## src/rtl/if_id_queue.sv

```systemverilog
// Instruction queue between fetch and decode.
// Buffers up to DEPTH {instr, pc} pairs and presents the oldest one to decode
// with a valid/ready handshake (first-word-fall-through from storage). It
// pre-decodes beq/bne on the head entry, and a branch-redirect flush empties it.
module if_id_queue #(
  parameter int          DEPTH    = 4,
  parameter int          PTR_W    = 2,
  parameter logic [31:0] RESET_PC = 32'h0004_0000
) (
  input  logic             clk,
  input  logic             rst,
  input  logic             in_valid,
  input  logic [31:0]      in_instr,
  input  logic [31:0]      in_pc,
  output logic             in_ready,
  input  logic             flush,
  output logic             out_valid,
  output logic [31:0]      out_instr,
  output logic [31:0]      out_pc,
  output logic             out_is_beq,
  output logic             out_is_bne,
  input  logic             out_ready,
  output logic [PTR_W:0]   count
);

  localparam logic [PTR_W:0] FULL_CNT = (PTR_W+1)'(DEPTH);
  localparam logic [5:0]     OP_BEQ   = 6'b000100;
  localparam logic [5:0]     OP_BNE   = 6'b000101;

  // Storage is data only: it is never reset, and only the pointers give it meaning.
  logic [63:0]      r_mem [DEPTH];
  logic [PTR_W-1:0] r_wr_ptr;
  logic [PTR_W-1:0] r_rd_ptr;
  logic [PTR_W:0]   r_count;

  logic             w_push;
  logic             w_pop;
  logic             w_valid;
  logic [63:0]      w_head;

  assign w_valid  = (r_count != '0);
  assign in_ready = (r_count != FULL_CNT);
  assign w_push   = in_valid & in_ready & ~flush;
  assign w_pop    = w_valid & out_ready & ~flush;
  assign w_head   = r_mem[r_rd_ptr];

  assign count      = r_count;
  assign out_valid  = w_valid;
  assign out_instr  = w_valid ? w_head[63:32] : 32'h0;
  assign out_pc     = w_valid ? w_head[31:0]  : RESET_PC;
  assign out_is_beq = w_valid & (w_head[63:58] == OP_BEQ);
  assign out_is_bne = w_valid & (w_head[63:58] == OP_BNE);

  // Write the accepted fetch word into the slot at the write pointer.
  always_ff @(posedge clk) begin
    if (w_push) begin
      r_mem[r_wr_ptr] <= {in_instr, in_pc};
    end
  end

  // Pointer and occupancy control. A flush overrides push and pop, and the
  // pointers wrap naturally because they are exactly log2(DEPTH) bits wide.
  always_ff @(posedge clk or negedge rst) begin
    if (!rst) begin
      r_wr_ptr <= '0;
      r_rd_ptr <= '0;
      r_count  <= '0;
    end else if (flush) begin
      r_wr_ptr <= '0;
      r_rd_ptr <= '0;
      r_count  <= '0;
    end else begin
      if (w_push) r_wr_ptr <= r_wr_ptr + 1'b1;
      if (w_pop)  r_rd_ptr <= r_rd_ptr + 1'b1;
      case ({w_push, w_pop})
        2'b10:   r_count <= r_count + 1'b1;
        2'b01:   r_count <= r_count - 1'b1;
        default: r_count <= r_count;
      endcase
    end
  end

endmodule

```

## config.mk

```make
export PLATFORM = sky130hd
export DESIGN_NAME = if_id_queue
export DESIGN_NICKNAME = d
export VERILOG_FILES = /design/src/rtl/if_id_queue.sv
export SDC_FILE = /design/constraint.sdc
export NUM_CORES = 1
export LEC_CHECK = 0
export CAP_MARGIN = 20
export CORE_MARGIN = 5
export CORE_UTILIZATION = 54
export CTS_BUF_LIST = sky130_fd_sc_hd__clkbuf_16
export DETAILED_ROUTE_END_ITERATION = 8
export GPL_TIMING_DRIVEN = 0
export HOLD_SLACK_MARGIN = 0.06
export PLACE_DENSITY_LB_ADDON = 0.3
export SYNTH_ARGS = -nofsm -noshare
export SYNTH_HDL_FRONTEND = slang
export SYNTH_SLANG_ARGS = --single-unit
```

## constraint.sdc

```tcl
create_clock -name clk -period 3.5 [get_ports clk]
set_clock_uncertainty 0.15 [all_clocks]
set_input_delay 0.525 -clock clk [delete_from_list [all_inputs] [get_ports clk]]
set_output_delay 0.525 -clock clk [all_outputs]
set_load 0.05 [all_outputs]
```

==> Yosys cells after proc, flatten, opt, wreduce, memory -nomap -nowiden <==
Memories as Yosys holds them, arrays and structs flattened.
Cells that the tools add are included.
{ "classes": {"addsub": 4, "mul": 0, "div_mod_pow": 0, "n_lt_le_gt_ge": 0, "n_eq_ne": 5, "n_shift": 0, "muxes": 10, "bitwise_logic": 7, "reduce_logical": 4} }
{ "ops": {"columns": ["cell", "count"], "rows": [
  ["2-to-1 mux 32 bit", 2],
  ["equality test 6 x 3 -> 1 bit (second input constant)", 2],
  ["2-to-1 mux 2 bit", 4],
  ["bitwise AND 1 bit", 6],
  ["one-hot mux 3 bit (2 select lines)", 1],
  ["nonzero test 3 bit", 2],
  ["adder 2 x 1 -> 2 bit (second input constant)", 2],
  ["nonzero test 2 bit", 2],
  ["adder 3 x 1 -> 3 bit (second input constant)", 1],
  ["2-to-1 mux 3 bit", 1],
  ["inequality test 3 bit (second input constant)", 1],
  ["subtractor 3 x 1 -> 3 bit (second input constant)", 1],
  ["equality test 2 x 1 -> 1 bit (second input constant)", 1],
  ["equality test 2 bit (second input constant)", 1],
  ["2-to-1 mux 1 bit", 2],
  ["inverter 1 bit", 1]
]} }
{ "totals": {"register_bits": 7, "latchBits": 0, "ramBits": 256, "mem_bits_ro": 0, "out_inout_bits": 71, "memories": 1} }
{ "mem_list": {"columns": ["name", "depth", "width", "read_ports", "rd_ports_with_merged_regs", "write_ports", "line_no", "source"], "rows": [
  ["r_mem", 4, 64, 1, 0, 1, "31", "logic [63:0] r_mem [DEPTH];"]
]} }

==> Logic depth before layout (Yosys ltp) <==
{ "logic_depth": {"ltp_word": 6, "ltp_mapped": 7} }

==> Worst setup path after synthesis <==
No wires, ideal clock.
{ "synth_timing": {"kind": "reg-to-reg", "from": "register r_count[0] (netlist: count[0])", "to": "memory r_mem[0][0], enable pin", "arrival_ns": 2.842, "slack_ns": 0.079, "path_stages_with_launch": 5, "n_path_buf": 0, "synth_period_minus_slack_ns": 3.421, "cell_sequence": "dfrtp_1 > or3b_4 > nand2_4 > nor2_1 > and2_1"} }
{ "synth_via": {"elab_chain_cells": 5} }
{ "synth_rtl": {"columns": ["item", "line_no", "source"], "rows": [
  ["start: declaration", "34", "logic [PTR_W:0] r_count;"],
  ["start signal: assignment", "76", "2'b10: r_count <= r_count + 1'b1;"],
  ["start signal: assignment", "77", "2'b01: r_count <= r_count - 1'b1;"],
  ["start signal: assignment", "78", "default: r_count <= r_count;"],
  ["inequality test 3 bit", "42", "assign in_ready = (r_count != FULL_CNT);"],
  ["net in_ready", "15", "output logic in_ready,"],
  ["bitwise AND 1 bit (2 in series)", "43", "assign w_push = in_valid & in_ready & ~flush;"],
  ["2-to-1 mux 1 bit", "56", "if (w_push) begin"],
  ["2-to-1 mux 1 bit (not written as such)", "57", "r_mem[r_wr_ptr] <= {in_instr, in_pc};"],
  ["end: declaration", "31", null]
]} }
The timed path passes the listed nets, and every way through them passes these cells.

==> Worst setup path in the final report <==
{ "layout_timing": {"from": "register r_rd_ptr[0]", "to": "output out_pc[29]"} }
{ "layout_via": {"elab_chain_cells": 2} }
{ "layout_rtl": {"columns": ["item", "line_no", "source"], "rows": [
  ["start: declaration", "33", "logic [PTR_W-1:0] r_rd_ptr;"],
  ["start signal: assignment", "74", "if (w_pop) r_rd_ptr <= r_rd_ptr + 1'b1;"],
  ["memory (4 x 64 bit)", null, null],
  ["2-to-1 mux 32 bit", "50", "assign out_pc = w_valid ? w_head[31:0] : RESET_PC;"],
  ["end: declaration", "19", "output logic [31:0] out_pc,"]
]} }
No other way between the ends.

==> flow_summary.ini <==
[floorplan]
die_h_um = 147
io_pins = 140
die_width_um = 147
rows = 50
core_area_sq_um = 18600
die_area_sq_um = 21700
initial_core_util_pct = 54.5

[timing]
finalCritPeriodShare_pct = 94.3
fin_ws_ps = 199
finalHoldViolations = 0
rsz0062_at_grt = no
max_freq_ghz = 0.303
setup_viol = 0
max_slew_margin_pct = 63.4
worstMarginPinSlew_ps = 552
period_minus_slack_ps = 3300
final_max_slew_viol_count = 0
setup_tns_ps = 0

[detailed_routing]
vias_per_cell = 5.57
drc = 0
dr_total_vias = 4959
drt_pass1_iterations = 5
ant_nets = 0
routedWlPerCell_um = 21.9
routed_wl_mm = 19.5
first_iter_violations = 246

[cts]
clock-sinks = 263
tritoncts = built
holdBufCountCts = 0
cts_buffers = 26
htreeDepth = 1
cts_root_buffer = clkbuf_16
clk_pin_slew_ps = 60
clk_latency_ps = 520
clockBufferDepth = 3

[place]
routabilityCongestion = 0.800
portBuffers = 139
dp_slack_ps = 171
place_hpwl_mm = 12.0

[grt]
grt_pass1_wl_mm = 30.8
grt_max_degree = 36
grt.total_usage_pct = 18.4
antenna_found_initial = 1
first_global_vias = 5475
grt.overflow.total = 0

[setup_path]
crit_path_max_fanout = 10
max_stage_delay_ps = 550
worstSetupStartpointType = register
endpoint_kind = primary output
cp_cell_sequence = buf_6 > buf_6 > buf_2 > mux4_2 > and2_1 > dlygate4sd2_1
crit_top_cell = buf_6
worst_ep_arrival_time_ps = 2630
worst_r2r_path_depth = 5
worst-setup-path-type = reg -> out
cpMaxStageDelayCell = mux4_2
cp.required_ps = 2820

[synthesis]
yosysWarnings = 0
postSynthAreaPerCell_sq_um = 21.8
ys_types = 32
yosysSeqAreaShare_pct = 77.4
syn_area_sq_um = 10200
synth_top_area_share_pct = 75.6
synth_cells = 467
yosys.area.top_type = edfxtp_1
synth-seq-cells = 263
synth.net_count = 541
ys_top_cells_by_area = edfxtp_1 (76%), mux4_2 (14%), and2_1 (4.1%)

[final_layout]
diodes = 0
layout-drive-gt1-share_pct = 20.6
fillers = 1233
final_cell_mix = edfxtp_1 (256), clkdlybuf4s50_1 (74), mux4_2 (63)
area_growth_pct = 25.4
fin_nets = 711
layout_commonest_cell = edfxtp_1

[hold_path]
min_path_type = in -> async

[status]
status = complete, no violations

[pwr]
seq_power_share_pct = 36.3
p_sw_share_pct = 35.5
pwr-share-clk_pct = 27.2
p_int_mw = 6.59
ir_drop_uv = 602
cellLeakagePower_nw = 4.44
p_sw_mw = 3.63
power.density_nw_per_um2 = 802
pwr-share-comb_pct = 36.5

[run]
maxCapViolCount = 0
[per-layer routing]
layer,part of all wire [%],vias up,global-route usage (%)
li1,-,2223,-
met1,40,2552,24.5
met2,51,156,30.7
met3,6.5,26,4.60
met4,1.8,2,4.89
met5,0.067,-,0
[stage by stage]
stage	hold slack (ps)	cell area [sq um]	util [%]	instances	power (mW)
finish	135	12700	68.4	890	10.2
global route	145	12700	68.4	890	10.6
CTS	124	12700	68.3	890	10.3
detailed placement	441	11900	64.0	844	7.80
global placement	407	11800	63.6	840	7.76
floorplan	79.4	10200	-	467	6.49
[flip-flops by register name, indices dropped and copies added (netlist names)]
name / count
r_mem: 256
r_wr_ptr: 2
r_rd_ptr: 2
count: 3
[power by group through the flow]
stage               Combinational, mW  Sequential (mW)  Clock (mW)
floorplan                        2.69             3.81           0
detailed placement               4.02             3.78           0
global placement                 3.98             3.78           0
CTS                              3.77             3.71        2.84
global route                     3.94             3.73        2.97
finish                           3.73             3.71        2.78
[area by class of cell]
type,count,area (sq um),area share [%]
sequential,263,7860,61.7
multi-input combinational,176,2180,17.1
timing repair buffer,143,1390,10.9
clock buffer,27,676,5.30
tap,234,293,2.30
clock inverter,20,191,1.50
buffer,22,130,1.02
inverter,5,18.8,0.147
[worst max-delay path, delay by kind of cell, from the launching register on]
kind / cells / cell delay (ps)
and+or+nand+nor: 1 / 170
muxes: 1 / 550
buffers and inverters: 4 / 1040
DFF: 1 / 350
[path summary, 6_finish.rpt]
path                                          from                       to  slack [ps]
setup / recovery           r_rd_ptr[0]$_DFFE_PN0P_               out_pc[29]         200
hold / removal                                 rst  r_rd_ptr[1]$_DFFE_PN0P_         140
setup reg to reg              count[2]$_DFFE_PN0P_   r_mem[2][56]$_DFFE_PP_        1080
hold reg to reg            r_wr_ptr[1]$_DFFE_PN0P_  r_wr_ptr[1]$_DFFE_PN0P_         460
max in group asynchronous                      rst  r_wr_ptr[0]$_DFFE_PN0P_        2800
min in group clk           r_wr_ptr[1]$_DFFE_PN0P_  r_wr_ptr[1]$_DFFE_PN0P_         460
[synthesized netlist by cell type]
cell and count:
ha_1 4, a21oi_1 2, o22ai_1 1, inv_1 5, o21ai_0 3, nand2_4 1, buf_6 2, clkbuf_1 11
edfxtp_1 256, mux2_2 2, or2_2 1, nor2b_1 2, fa_1 1, nor2_1 9, nand3_1 2, xor2_1 2
and2_1 66, nor3_1 1, or3b_4 1, buf_4 1, buf_2 7, mux2i_1 2, buf_1 2, mux4_2 63
a31oi_1 1, nand2b_1 2, nor4_2 1, nor3b_1 2, xnor2_1 2, o21a_1 1, dfrtp_1 7, nand2_1 4
[logic make-up after synthesis]
group	share of synthesized area (%)
AO/OA/AOI/OAI	0.443
XOR/XNOR	0.345
flip-flops	77.4
AND/OR/NAND/NOR	5.49
multiplexers	14.4
adder cells (fa/ha/maj)	0.689
buffers and inverters	1.30
[what timing repair did]
item | in CTS | in global routing
buffers inserted | 0 | 0
setup endpoints to repair | 64 | 24
pin swaps | 0 | 0
resized for setup | 71 | 11
endpoints found under the hold margin | 0 | 0
Power figures use the tool's default switching activity.
